File: src/rtl/bcd_digit_entry.sv
// Collects up to four ASCII decimal digits into BCD registers and hands them to bcd2bin.
// Define BCD_ENTRY_BACKSPACE_EN to make 8'h08 remove the last digit instead of being rejected.
module bcd_digit_entry #(
  parameter logic [7:0] ENTER_CODE = 8'h0D,
  parameter logic [7:0] CLEAR_CODE = 8'h1B
) (
  input  logic       i_clk,
  input  logic       i_reset,
  input  logic [7:0] i_rx_data,
  input  logic       i_rx_done_tick,
  input  logic       i_conv_ready,
  input  logic       i_conv_done_tick,
  output logic       o_start,
  output logic [3:0] o_bcd3,
  output logic [3:0] o_bcd2,
  output logic [3:0] o_bcd1,
  output logic [3:0] o_bcd0,
  output logic [2:0] o_digit_cnt,
  output logic       o_busy,
  output logic       o_err_tick,
  output logic [1:0] o_state
);

  // Converter handshake: in LAUNCH, a cycle with i_conv_ready high yields a single
  // o_start pulse next cycle; digits then stay frozen until i_conv_done_tick in WAIT.
  typedef enum logic [1:0] {
    ST_ENTRY  = 2'd0,
    ST_LAUNCH = 2'd1,
    ST_WAIT   = 2'd2
  } state_t;

  state_t     r_state;
  logic [3:0] r_bcd3, r_bcd2, r_bcd1, r_bcd0;
  logic [2:0] r_cnt;
  logic       r_start, r_busy, r_err;

  state_t     w_state_nxt;
  logic [3:0] w_bcd3_nxt, w_bcd2_nxt, w_bcd1_nxt, w_bcd0_nxt;
  logic [2:0] w_cnt_nxt;
  logic       w_start_nxt, w_busy_nxt, w_err_nxt;
  logic       w_is_digit;

  assign w_is_digit = (i_rx_data >= 8'h30) && (i_rx_data <= 8'h39);

  always_ff @(posedge i_clk) begin
    if (i_reset) begin
      r_state <= ST_ENTRY;
      r_bcd3  <= 4'd0;
      r_bcd2  <= 4'd0;
      r_bcd1  <= 4'd0;
      r_bcd0  <= 4'd0;
      r_cnt   <= 3'd0;
      r_start <= 1'b0;
      r_busy  <= 1'b0;
      r_err   <= 1'b0;
    end else begin
      r_state <= w_state_nxt;
      r_bcd3  <= w_bcd3_nxt;
      r_bcd2  <= w_bcd2_nxt;
      r_bcd1  <= w_bcd1_nxt;
      r_bcd0  <= w_bcd0_nxt;
      r_cnt   <= w_cnt_nxt;
      r_start <= w_start_nxt;
      r_busy  <= w_busy_nxt;
      r_err   <= w_err_nxt;
    end
  end

  always_comb begin
    w_state_nxt = r_state;
    w_bcd3_nxt  = r_bcd3;
    w_bcd2_nxt  = r_bcd2;
    w_bcd1_nxt  = r_bcd1;
    w_bcd0_nxt  = r_bcd0;
    w_cnt_nxt   = r_cnt;
    w_start_nxt = 1'b0;
    w_err_nxt   = 1'b0;
    case (r_state)
      ST_ENTRY: begin
        if (i_rx_done_tick) begin
          if (w_is_digit) begin
            if (r_cnt < 3'd4) begin
              w_bcd3_nxt = r_bcd2;
              w_bcd2_nxt = r_bcd1;
              w_bcd1_nxt = r_bcd0;
              w_bcd0_nxt = i_rx_data[3:0];
              w_cnt_nxt  = r_cnt + 3'd1;
            end else begin
              w_err_nxt = 1'b1;
            end
          end else if (i_rx_data == ENTER_CODE) begin
            if (r_cnt != 3'd0) w_state_nxt = ST_LAUNCH;
            else               w_err_nxt   = 1'b1;
          end else if (i_rx_data == CLEAR_CODE) begin
            w_bcd3_nxt = 4'd0;
            w_bcd2_nxt = 4'd0;
            w_bcd1_nxt = 4'd0;
            w_bcd0_nxt = 4'd0;
            w_cnt_nxt  = 3'd0;
`ifdef BCD_ENTRY_BACKSPACE_EN
          end else if (i_rx_data == 8'h08) begin
            if (r_cnt != 3'd0) begin
              w_bcd0_nxt = r_bcd1;
              w_bcd1_nxt = r_bcd2;
              w_bcd2_nxt = r_bcd3;
              w_bcd3_nxt = 4'd0;
              w_cnt_nxt  = r_cnt - 3'd1;
            end else begin
              w_err_nxt = 1'b1;
            end
`endif
          end else begin
            w_err_nxt = 1'b1;
          end
        end
      end
      ST_LAUNCH: begin
        w_err_nxt = i_rx_done_tick;
        if (i_conv_ready) begin
          w_start_nxt = 1'b1;
          w_state_nxt = ST_WAIT;
        end
      end
      ST_WAIT: begin
        w_err_nxt = i_rx_done_tick;
        if (i_conv_done_tick) begin
          w_bcd3_nxt  = 4'd0;
          w_bcd2_nxt  = 4'd0;
          w_bcd1_nxt  = 4'd0;
          w_bcd0_nxt  = 4'd0;
          w_cnt_nxt   = 3'd0;
          w_state_nxt = ST_ENTRY;
        end
      end
      default: w_state_nxt = ST_ENTRY;
    endcase
    w_busy_nxt = (w_state_nxt != ST_ENTRY);
  end

  assign o_start     = r_start;
  assign o_bcd3      = r_bcd3;
  assign o_bcd2      = r_bcd2;
  assign o_bcd1      = r_bcd1;
  assign o_bcd0      = r_bcd0;
  assign o_digit_cnt = r_cnt;
  assign o_busy      = r_busy;
  assign o_err_tick  = r_err;
  assign o_state     = r_state;

endmodule

File: config.mk
export PLATFORM = sky130hd
export DESIGN_NAME = bcd_digit_entry
export DESIGN_NICKNAME = d
export VERILOG_FILES = /design/src/rtl/bcd_digit_entry.sv
export SDC_FILE = /design/constraint.sdc
export NUM_CORES = 1
export LEC_CHECK = 0
export BUFFER_PORTS_ARGS = -buffer_cell sky130_fd_sc_hd__clkbuf_2
export CAP_MARGIN = 15
export CORE_MARGIN = 8
export CORE_UTILIZATION = 54
export CTS_CLUSTER_SIZE = 28
export DETAILED_ROUTE_END_ITERATION = 10
export GPL_TIMING_DRIVEN = 0
export PLACE_DENSITY = 0.83
export SLEW_MARGIN = 20
export SYNTH_ARGS = -nofsm -noshare
export SYNTH_HDL_FRONTEND = slang
export SYNTH_SLANG_ARGS = --single-unit
File: constraint.sdc
create_clock -name i_clk -period 2.6 [get_ports i_clk]
set_input_delay 0.52 -clock i_clk [delete_from_list [all_inputs] [get_ports i_clk]]
set_output_delay 0.52 -clock i_clk [all_outputs]
set_load 0.03 [all_outputs]
== Yosys cells after proc, flatten, opt, wreduce, memory -nomap -nowiden ==
Index checks and enable logic that the tools add are counted.
Storage, ports and cells
  register bits: 24
  bits of input ports: 13
  output and inout port bits: 24
  word-level logic and storage cells: 72
Cells by class
  $add $sub $neg: 1
  $lt $le $gt $ge: 3
  equality and inequality tests: 9
  multiplexer cells: 41
  bitwise logic cells: 1
  reduce and logical (&&, ||, !) cells: 8
Operators with widths (count)
  4-bit 2-to-1 mux: 15
  4-bit case mux with 2 select lines: 4
  3-bit 2-to-1 mux: 6
  2-bit 2-to-1 mux: 6
  3-bit inequality test, second input constant: 3
  8-bit by 4-bit == test with 1-bit output, second input constant: 1
  8-bit by 5-bit == test with 1-bit output, second input constant: 1
  8-bit by 6-bit greater-or-equal comparator with 1-bit output, second input constant: 1
  8-bit by 6-bit <= comparator with 1-bit output, second input constant: 1
  1-bit 2-to-1 mux: 7
  2-bit case mux with 3 select lines: 1
  3-bit case mux with 2 select lines: 1
  6-bit AND reduction: 1
  2-bit inequality test, second input constant: 2
  2-bit nonzero test: 2
  2-bit OR reduction: 2
  3-bit by 1-bit adder with 3-bit output, second input constant: 1
  3-bit < comparator, second input constant: 1
  3-bit nonzero test: 1
  2-bit by 1-bit == test with 1-bit output, second input constant: 1
  2-bit == test, second input constant: 1
  2-bit zero test: 1
  1-bit case mux with 2 select lines: 1
  1-bit logical AND: 1
  1-bit NOT: 1

== Depth between registers and ports, before layout ==
Gate-level depths: netlist of the first run.
  depth after elaboration: 7
  depth in mapped cells: 10
  mapped depth without buffers: 7

== Worst setup path after synthesis of the first run ==
No wires, ideal clock.
  path kind: reg2reg
  from: register r_state[0] (netlist: o_state[0])
  to: register r_bcd1[0] (netlist: o_bcd1[0])
  setup time: 0.071 ns
  arrival: 1.984 ns
  required time: 2.529 ns
  slack: 0.545 ns
  cell stages (with the launch flop): 11
  path buffers: 3
  clock period less this slack: 2.055 ns
  path through: dfxtp_1 -> inv_1 -> ha_1 -> buf_6 -> mux2i_1 -> nor3b_2 -> a21o_1 -> buf_4 -> buf_6 -> nand3_2 -> a21oi_2
Between the ends
  word-level cells in the longest chain between the ends: 3
  elaborated cells between the ends (all ways): 10
  those cells by class: eq/ne: 6; mux: 1; reduce/logical: 3
Ends and longest elaborated chain
  start: declaration: line 32  | state_t r_state;
  start signal: assignment: line 57  | r_state <= w_state_nxt;
  2-bit == test / 2-bit zero test (equally long branches): line 78  | case (r_state)
  2-bit inequality test (no line) (tied with other cells)
  6-bit AND reduction (no line)
  end signal: assignment: line 60  | r_bcd1 <= w_bcd1_nxt;
  end: declaration: line 33  | logic [3:0] r_bcd3, r_bcd2, r_bcd1, r_bcd0;
Parallel ways exist; a longest one is shown, timed or not.
A chain may end at the register's enable or synchronous reset.

== Worst setup path in the final report of the first run ==
  from: register r_state[0] (netlist: o_state[0])
  to: register r_bcd3[3] (netlist: o_bcd3[3])
Between the ends
  word-level cells in the longest chain between the ends: 3
  elaborated cells between the ends (all ways): 10
  those cells by class: eq/ne: 6; mux: 1; reduce/logical: 3
Ends and longest elaborated chain
  2-bit == test / 2-bit zero test (equally long branches): line 78
  2-bit inequality test (no line) (tied with other cells)
  6-bit AND reduction (no line)
  end signal: assignment: line 58  | r_bcd3 <= w_bcd3_nxt;
  end: declaration: line 33
Parallel ways exist; a longest one is shown, timed or not.

==> results of run 1 <==
==> routing by layer <==
layer | wire [microns] | vias up | part of all wire, %
met2 | 1440 | 40 | 49
met1 | 1280 | 524 | 44
met5 | 0 | - | 0
met3 | 183 | 0 | 6.3
li1 | - | 543 | -
met4 | 0 | 0 | 0
==> cell families after synthesis <==
| logic type | count (synthesis) | synth area share (%) |
|---|---|---|
| AND/OR/NAND/NOR | 54 | 26.2 |
| AO/OA/AOI/OAI | 34 | 20.7 |
| flip-flops | 24 | 39.3 |
| buffers and inverters | 14 | 6.76 |
| adder cells (fa/ha/maj) | 6 | 6.15 |
| multiplexers | 1 | 0.820 |
==> placed cells by master, fill, tap and decap left out, types with 3 or more instances in the layout <==
| cell type | Yosys | final |
|---|---|---|
| a21oi_1 | 10 | 10 |
| buf_6 | 3 | 3 |
| clkbuf_2 | 0 | 36 |
| a21oi_2 | 11 | 11 |
| nor2_1 | 3 | 3 |
| inv_1 | 7 | 7 |
| nand3_2 | 10 | 10 |
| nand3_1 | 10 | 10 |
| ha_1 | 6 | 6 |
| dfxtp_1 | 24 | 24 |
| nand2_1 | 20 | 20 |
| nor2b_1 | 3 | 3 |
| clkbuf_4 | 0 | 3 |
==> final cells by class <==
| cell class | count | area share (%) |
|---|---|---|
| clock buffer | 3 | 1.51 |
| buffer | 7 | 3.78 |
| sequential | 24 | 32.3 |
| clock inverter | 1 | 2.02 |
| inverter | 7 | 1.76 |
| timing repair buffer | 36 | 12.1 |
| tap | 28 | 2.35 |
| multi-input combinational | 95 | 44.2 |
==> through the flow <==
stage                     area [sq um]  instances
after floorplan                   1220        133
after global placement            1440        197
after detailed placement          1440        197
after CTS                         1490        201
after global routing              1490        201
final                             1490        201
==> worst min-delay path: cells and delay by family <==
family	cells	cell delay, ns
buffers and inverters	1	0.09
AND/OR/NAND/NOR	2	0.11
==> flip-flops by register name, indices dropped and copies added, names as in the netlist <==
register,cells
o_bcd1,4
o_busy,1
o_bcd2,4
o_state,2
o_digit_cnt,3
o_bcd3,4
o_start,1
o_bcd0,4
o_err_tick,1
==> power by group through the flow <==
stage | sequential [W] | clock, W | combinational [W]
global placement | 0.000377 | 0 | 0.0000429
detailed placement | 0.000377 | 0 | 0.0000445
global route | 0.000369 | 0.000284 | 0.0000490
CTS | 0.000369 | 0.000271 | 0.0000447
finish | 0.000369 | 0.000268 | 0.0000450
floorplan | 0.000379 | 0 | 0.0000221
==> worst max path at each step <==
stage                                   to  slack (ns)             startpoint
CTS                 o_bcd3[3]$_SDFFE_PP0P_        0.51  o_state[0]$_SDFF_PP0_
global route        o_bcd3[3]$_SDFFE_PP0P_        0.29  o_state[0]$_SDFF_PP0_
global placement    o_bcd0[2]$_SDFFE_PP0P_        0.64  o_state[0]$_SDFF_PP0_
detailed placement  o_bcd3[3]$_SDFFE_PP0P_        0.54  o_state[0]$_SDFF_PP0_
floorplan           o_bcd1[0]$_SDFFE_PP0P_        0.55  o_state[0]$_SDFF_PP0_
finish              o_bcd3[3]$_SDFFE_PP0P_        0.51  o_state[0]$_SDFF_PP0_
==> results.json, run 1 <==
{
  "fill_cells": 192,
  "dominantRegCellSynth": "dfxtp_1",
  "grt_max_degree": 15,
  "die_w_microns": 63.6,
  "yosysSeqAreaShare_pct": 39.3,
  "cpPeakStageDelay_ns": 0.40,
  "finalSetupTns_ns": 0,
  "cpLargestDelayFamily": "compound AO/OA/AOI/OAI gates",
  "synthArstFlopShare_pct": 0,
  "place_ws_ns": 0.542,
  "fin_crit_sh_pct": 80.4,
  "rows": 17,
  "path_buf_inv": 3,
  "hold_path_class": "input port to flip-flop",
  "dieArea_sq_um": 4040,
  "r2r_slack_ns": 0.51,
  "antenna_cells": 0,
  "rsz0062_at_grt": "false",
  "synth_warnings": 0,
  "clockPowerShare_pct": 39.3,
  "seqCellArea_sq_um": 480,
  "numCtsBuffers": 3,
  "fin_util_pct": 68.6,
  "synthTopCellsByArea": "dfxtp_1, nand3_2, a21oi_2",
  "startpoint_type": "flip-flop",
  "multi_input_comb_area_sq_um": 658,
  "cts_resized": 0,
  "dr.pass1.iters": 4,
  "cellLeakagePower_nw": 0.614,
  "start_util_pct": 56.3,
  "numPortBuffers": 36,
  "fmax_mhz": 478,
  "tritoncts": "done",
  "core-area_sq_um": 2170,
  "slowest_stage": "dfxtp_1",
  "die_height_microns": 63.6,
  "synth_largest_area_cell": "dfxtp_1",
  "drv_cap": 0,
  "grt_pass1_vias": 1140,
  "cts_hold_buf": 0,
  "swShare_pct": 20.8,
  "synthTopCellsByCount": "dfxtp_1, nand2_1, a21oi_2",
  "ctsLongestPathBuffers": 2,
  "globalRoute.totalOverflow": 0,
  "syn-num-nets": 152,
  "cp.arrival_ns": 2.34,
  "cp_num_cells": 9,
  "setup_viol_count_final": 0,
  "finClkSkew_ns": 0.00914,
  "grtUsageMet3_pct": 4.06,
  "hold_path_startpoint": "i_conv_ready",
  "clk_latency_ns": 0.31,
  "ant_nets": 0,
  "required_ns": 2.85,
  "grt_use_met2_pct": 25.3,
  "worstPathMaxFanout": 10,
  "finalHoldWorstSlack_ns": 0.434,
  "ir_worst_vdd_mv": 0.303,
  "p_per_area_nw_per_um2": 458,
  "wl_per_cell_microns": 14.5,
  "synth-edff-count": 0,
  "drt_iter0_drc": 26,
  "post-route-worst-setup-slack_ns": 0.509,
  "vias_per_cell": 5.51,
  "grtUsageMet1_pct": 16.5,
  "p_sw_w": 0.000142,
  "min_to": "o_start$_SDFF_PP0_",
  "drv_slew": 0,
  "final_nets": 193,
  "busiest_layer": "met2",
  "ys_ff_latch": 24,
  "clkSinkCount": 24,
  "synth_cell_type_count": 34,
  "wirelength_microns": 2910,
  "hold_violations": 0,
  "finalPower_w": 0.000682,
  "netlist_area_sq_um": 1220,
  "timing.rr.end": "o_bcd3[3]$_SDFFE_PP0P_",
  "io_pins": 37,
  "period_needed_ns": 2.09,
  "combinationalPowerShare_pct": 6.6,
  "status": "completed",
  "drc_errors": 0,
  "internal_power_w": 0.000540,
  "r2r_cells": 9,
  "routabilityCongestion": 0.812,
  "layout-drive-gt1-share_pct": 41.0,
  "worstSetupPathType": "flip-flop to flip-flop",
  "path_clk_slew_ns": 0.14,
  "htreeDepth": 1,
  "dp.final_hpwl_microns": 2280,
  "root_buffer": "clkbuf_4",
  "grt.total_usage_pct": 14.4,
  "grt_pass1_wl_microns": 4970,
  "netlist_instances": 133,
  "vias": 1107,
  "syn_area_per_cell_sq_um": 9.18,
  "post_cts_buffers": 0,
  "end_kind": "flip-flop",
  "p_seq_share_pct": 54.1,
  "area_growth_pct": 21.9,
  "synth_most_common_cell": "dfxtp_1",
  "holdPathStages": 3,
  "worstMarginPinSlew_ns": 0.702,
  "slew_headroom_pct": 53.2,
  "reg2reg_from": "o_state[0]$_SDFF_PP0_",
  "antenna_found_initial": 0,
  "yosysTopAreaCellShare_pct": 39.3,
  "crit_chain": "inv_1 -> ha_1 -> buf_6 -> mux2i_1 -> nor3_1 -> a21oi_2 -> buf_6 -> nand2_1 -> a21oi_2"
}
No activity file was read; power rests on OpenSTA's default activity.
==> run 2, diff against run 1 <==
--- a/config.mk
+++ b/config.mk
@@ -8,11 +8,11 @@
 export BUFFER_PORTS_ARGS = -buffer_cell sky130_fd_sc_hd__clkbuf_2
 export CAP_MARGIN = 15
 export CORE_MARGIN = 8
-export CORE_UTILIZATION = 54
+export CORE_UTILIZATION = 50
 export CTS_CLUSTER_SIZE = 28
 export DETAILED_ROUTE_END_ITERATION = 10
 export GPL_TIMING_DRIVEN = 0
-export PLACE_DENSITY = 0.83
+export PLACE_DENSITY = 0.78
 export SLEW_MARGIN = 20
 export SYNTH_ARGS = -nofsm -noshare
 export SYNTH_HDL_FRONTEND = slang
==> constraint.sdc (replaced) <==
create_clock -name i_clk -period 1.95 [get_ports i_clk]
set_input_delay 0.39 -clock i_clk [delete_from_list [all_inputs] [get_ports i_clk]]
set_output_delay 0.39 -clock i_clk [all_outputs]
set_load 0.03 [all_outputs]
==> results.json, run 2 (synthesis gave the netlist of run 1 again) <==
{
  "clkSinkCount": 24,
  "drv_cap": 0,
  "numCtsBuffers": 3,
  "finalPower_w": 0.000823,
  "path_clk_slew_ns": 0.13,
  "final_nets": 199,
  "critPathLaunch": "o_state[1]$_SDFF_PP0_",
  "required_ns": 2.20,
  "p_per_area_nw_per_um2": 504,
  "status": "completed",
  "hold_path_class": "input port to flip-flop",
  "dp.final_hpwl_microns": 2240,
  "end_kind": "flip-flop",
  "globalRoute.totalOverflow": 0,
  "holdPathStages": 3,
  "wl_per_cell_microns": 15.5,
  "wirelength_microns": 3230,
  "crit_chain": "buf_4 -> ha_4 -> nor2b_4 -> nor3b_4 -> a21o_1 -> buf_6 -> bufbuf_16 -> nand3_2 -> a21oi_2",
  "startpoint_type": "flip-flop",
  "core-area_sq_um": 2390,
  "period_needed_ns": 1.90,
  "numPortBuffers": 36,
  "slew_headroom_pct": 52.8,
  "grt_pass1_vias": 1194,
  "fin_crit_sh_pct": 97.3,
  "r2r_cells": 9,
  "worstPathMaxFanout": 5,
  "cts_hold_buf": 0,
  "rsz0062_at_grt": "true",
  "routabilityCongestion": 0.866,
  "worstSetupEndpoint": "o_bcd0[0]$_SDFFE_PP0P_",
  "dieArea_sq_um": 4280,
  "drt_iter0_drc": 65,
  "layout_commonest_cell": "clkbuf_2",
  "io_pins": 37,
  "vias_per_cell": 5.39,
  "ctsLongestPathBuffers": 2,
  "setup_viol_count_final": 0,
  "clk_latency_ns": 0.31,
  "hold_violations": 0,
  "slowest_stage": "dfxtp_2",
  "place_ws_ns": -0.0744,
  "finClkSkew_ns": 0.000889,
  "antenna_cells": 0,
  "fmax_mhz": 527,
  "finalHoldWorstSlack_ns": 0.306,
  "die_w_microns": 65.4,
  "area_growth_pct": 33.7,
  "worstMarginPinSlew_ns": 0.708,
  "die_height_microns": 65.4,
  "cp_num_cells": 9,
  "timing.rr.end": "o_bcd0[0]$_SDFFE_PP0P_",
  "post-route-worst-setup-slack_ns": 0.0527,
  "reg2reg_from": "o_state[1]$_SDFF_PP0_",
  "cpPeakStageDelay_ns": 0.36,
  "cellLeakagePower_nw": 0.652,
  "grt_pass1_wl_microns": 5340,
  "worstSetupPathType": "flip-flop to flip-flop",
  "cpLargestDelayFamily": "buffers and inverters",
  "tritoncts": "done",
  "path_buf_inv": 3,
  "fin_util_pct": 68.4,
  "vias": 1126,
  "ant_nets": 0,
  "grt.total_usage_pct": 15.5,
  "dr.pass1.iters": 4,
  "start_util_pct": 51.2,
  "drc_errors": 0,
  "rows": 18,
  "fill_cells": 209,
  "layout_common_cells": "clkbuf_2, dfxtp_1, nand2_1",
  "root_buffer": "clkbuf_4",
  "antenna_found_initial": 0,
  "layout-drive-gt1-share_pct": 48.0,
  "ir_worst_vdd_mv": 0.416,
  "htreeDepth": 1,
  "drv_slew": 0,
  "cp.arrival_ns": 2.15,
  "r2r_slack_ns": 0.05,
  "grt_max_degree": 14
}
==> run 2: repair_timing <==
| action | 4_1_cts | 5_1_grt |
|---|---|---|
| cloned | 1 | 0 |
| pin swaps | 2 | 7 |
| setup buffers | 3 | 3 |
| resized for setup | 13 | 4 |
| endpoints found under the setup margin | 10 | 19 |
==> run 2: metal layers <==
layer	global-route usage [%]	share of wire, %
met2	26.1	49
met5	0	0
met4	5.99	1.5
met1	18.5	43
met3	3.74	5.7
==> run 2: cell type report <==
| type | instances | area, sq um | share of cell area, % |
|---|---|---|---|
| multi-input cells | 95 | 734 | 45.0 |
| flip-flops and latches | 24 | 483 | 29.6 |
| repair buffers | 43 | 258 | 15.8 |
| plain buffers | 6 | 57.6 | 3.52 |
| well taps | 30 | 37.5 | 2.30 |
| clock buffers | 4 | 36.3 | 2.22 |
| inverters | 7 | 26.3 | 1.61 |
==> run 2: power breakdown <==
part | switching, W | internal [W] | leakage, nW
combinational | 0.0000440 | 0.0000265 | 0.436
sequential | 0.000000395 | 0.000491 | 0.194
clock | 0.000147 | 0.000114 | 0.0210
total | 0.000191 | 0.000632 | 0.652
==> run 2: worst register-to-register path: stages (launching register included) <==
cell and delay (ns):
dfxtp_2 0.36, buf_4 0.15, ha_4 0.17, nor2b_4 0.15, nor3b_4 0.27, a21o_1 0.18
buf_6 0.11, bufbuf_16 0.26, nand3_2 0.08, a21oi_2 0.12
==> run 2: through the flow <==
stage | area (sq um) | TNS (ns) | cells
floorplan | 1220 | 0 | 133
global placement | 1440 | -0.0153 | 199
detailed placement | 1440 | -0.529 | 199
CTS | 1580 | 0 | 206
global route | 1630 | -0.136 | 209
finish | 1630 | 0 | 209
==> run 2: how the worst min path moves through the flow <==
| stage | startpoint | endpoint | slack, ns |
|---|---|---|---|
| finish | i_conv_ready | o_start$_SDFF_PP0_ | 0.31 |
| global route | i_conv_ready | o_start$_SDFF_PP0_ | 0.30 |
| floorplan | i_conv_ready | o_start$_SDFF_PP0_ | 0.52 |
| CTS | i_conv_ready | o_start$_SDFF_PP0_ | 0.30 |
| global placement | o_bcd3[1]$_SDFFE_PP0P_ | o_bcd3[1]$_SDFFE_PP0P_ | 0.45 |
| detailed placement | o_bcd3[2]$_SDFFE_PP0P_ | o_bcd3[2]$_SDFFE_PP0P_ | 0.46 |
==> run 3, diff against run 2 <==
--- a/config.mk
+++ b/config.mk
@@ -8,12 +8,11 @@
 export BUFFER_PORTS_ARGS = -buffer_cell sky130_fd_sc_hd__clkbuf_2
 export CAP_MARGIN = 15
 export CORE_MARGIN = 8
-export CORE_UTILIZATION = 50
+export CORE_UTILIZATION = 54
 export CTS_CLUSTER_SIZE = 28
 export DETAILED_ROUTE_END_ITERATION = 10
 export GPL_TIMING_DRIVEN = 0
-export PLACE_DENSITY = 0.78
-export SLEW_MARGIN = 20
+export PLACE_DENSITY = 0.83
 export SYNTH_ARGS = -nofsm -noshare
 export SYNTH_HDL_FRONTEND = slang
 export SYNTH_SLANG_ARGS = --single-unit
==> constraint.sdc (replaced) <==
create_clock -name i_clk -period 2.25 [get_ports i_clk]
set_input_delay 0.45 -clock i_clk [delete_from_list [all_inputs] [get_ports i_clk]]
set_output_delay 0.45 -clock i_clk [all_outputs]
set_load 0.03 [all_outputs]
==> results.json, run 3 (synthesis gave the netlist of run 1 again) <==
{
  "status": "completed",
  "dp.final_hpwl_microns": 2280,
  "rsz0062_at_grt": "false",
  "globalRoute.totalOverflow": 0,
  "dr.pass1.iters": 4,
  "cts_resized": 0,
  "hold_violations": 0,
  "finalSetupTns_ns": 0,
  "routabilityCongestion": 0.812,
  "busiest_layer": "met2",
  "drc_errors": 0,
  "grt_pass1_wl_microns": 4970,
  "fin_crit_sh_pct": 91.8,
  "rows": 17,
  "ant_nets": 0,
  "p_per_area_nw_per_um2": 525,
  "period_needed_ns": 2.07,
  "numPortBuffers": 36,
  "wl_per_cell_microns": 14.5,
  "required_ns": 2.51,
  "cellLeakagePower_nw": 0.627,
  "drv_cap": 0,
  "clk_latency_ns": 0.32,
  "swShare_pct": 21.1,
  "hold_path_startpoint": "i_conv_ready",
  "layout_common_cells": "clkbuf_2, dfxtp_1, nand2_1",
  "clkSinkCount": 24,
  "final_nets": 196,
  "combinationalPowerShare_pct": 6.7,
  "p_sw_w": 0.000167,
  "area_growth_pct": 23.8,
  "io_pins": 37,
  "fmax_mhz": 484,
  "final_area_sq_um": 1510,
  "path_clk_slew_ns": 0.14,
  "drt_iter0_drc": 35,
  "startpoint_type": "flip-flop",
  "numCtsBuffers": 3,
  "worstPathMaxFanout": 10,
  "htreeDepth": 1,
  "reg2reg_from": "o_state[0]$_SDFF_PP0_",
  "dpl_cell_area_sq_um": 1440,
  "r2r_slack_ns": 0.18,
  "end_kind": "flip-flop",
  "antenna_found_initial": 0,
  "drv_slew": 0,
  "grtUsageMet3_pct": 4.06,
  "hold_path_class": "input port to flip-flop",
  "layout_commonest_cell": "clkbuf_2",
  "ctsLongestPathBuffers": 2,
  "grtUsageMet1_pct": 16.5,
  "wirelength_microns": 2950,
  "tritoncts": "done",
  "slew_headroom_pct": 52.5,
  "root_buffer": "clkbuf_4",
  "core-area_sq_um": 2170,
  "critPathLaunch": "o_state[0]$_SDFF_PP0_",
  "internal_power_w": 0.000625,
  "cp.arrival_ns": 2.32,
  "dieArea_sq_um": 4040,
  "worstMarginPinSlew_ns": 0.712,
  "die_w_microns": 63.6,
  "grt_max_degree": 15,
  "vias_per_cell": 5.52,
  "grt.total_usage_pct": 14.4,
  "p_seq_share_pct": 53.8,
  "ir_worst_vdd_mv": 0.350,
  "worstSetupPathType": "flip-flop to flip-flop",
  "vias": 1127,
  "die_height_microns": 63.6,
  "grt_use_met2_pct": 25.3,
  "antenna_cells": 0,
  "start_util_pct": 56.3,
  "finClkSkew_ns": 0.0109,
  "clockPowerShare_pct": 39.5,
  "layout-drive-gt1-share_pct": 42.0,
  "setup_viol_count_final": 0,
  "grt_pass1_vias": 1140
}
## run 3: power groups by stage
stage | registers [W] | clock network (W) | logic (W)
2_1_floorplan | 0.000438 | 0 | 0.0000256
3_3_place_gp | 0.000436 | 0 | 0.0000496
3_5_place_dp | 0.000436 | 0 | 0.0000515
4_1_cts | 0.000427 | 0.000313 | 0.0000516
5_1_grt | 0.000427 | 0.000328 | 0.0000577
6_report | 0.000427 | 0.000313 | 0.0000532
## run 3: per-layer routing
layer  vias to the layer above  routed length, microns
met5                         -                       0
met2                        41                    1430
met3                         4                     200
met4                         0                      17
li1                        550                       -
met1                       532                    1300
## run 3: worst max-delay path, stage by stage (launching register included)
cell,delay [ns]
dfxtp_1,0.40
inv_1,0.09
ha_1,0.21
buf_6,0.13
mux2i_1,0.16
nor3_1,0.32
a21o_1,0.13
buf_4,0.16
buf_6,0.18
nand3_2,0.09
a21oi_2,0.14
## run 3: area by class of cell
| type | count | area, sq um |
|---|---|---|
| clock buffers | 3 | 22.5 |
| flip-flops and latches | 24 | 480 |
| well taps | 28 | 35.0 |
| multi-input cells | 95 | 658 |
| plain buffers | 7 | 56.3 |
| repair buffers | 39 | 203 |
| clock inverters | 1 | 30.0 |
| fillers | 186 | 658 |
| inverters | 7 | 26.3 |
## run 3: repair_timing
action / 4_1_cts / 5_1_grt
setup endpoints to repair: 0 / 8
hold buffers: 0 / 0
setup buffers: 0 / 3
## run 3: stage by stage
| stage | cells | utilization, % | hold WS, ns | power (W) | worst slack (ns) |
|---|---|---|---|---|---|
| finish | 204 | 69.7 | 0.361 | 0.000793 | 0.184 |
| global placement | 197 | 66.2 | 0.447 | 0.000485 | 0.291 |
| floorplan | 133 | - | 0.581 | 0.000464 | 0.195 |
| global route | 204 | 69.7 | 0.379 | 0.000812 | 0.00990 |
| detailed placement | 197 | 66.2 | 0.455 | 0.000487 | 0.192 |
| CTS | 201 | 68.6 | 0.360 | 0.000791 | 0.165 |
## run 3: worst paths after layout
kind,cells after the start,end
worst max-delay path,10,o_bcd3[3]$_SDFFE_PP0P_
worst min-delay path,3,o_start$_SDFF_PP0_
worst max register to register,10,o_bcd3[3]$_SDFFE_PP0P_
worst min register to register,2,o_bcd3[1]$_SDFFE_PP0P_
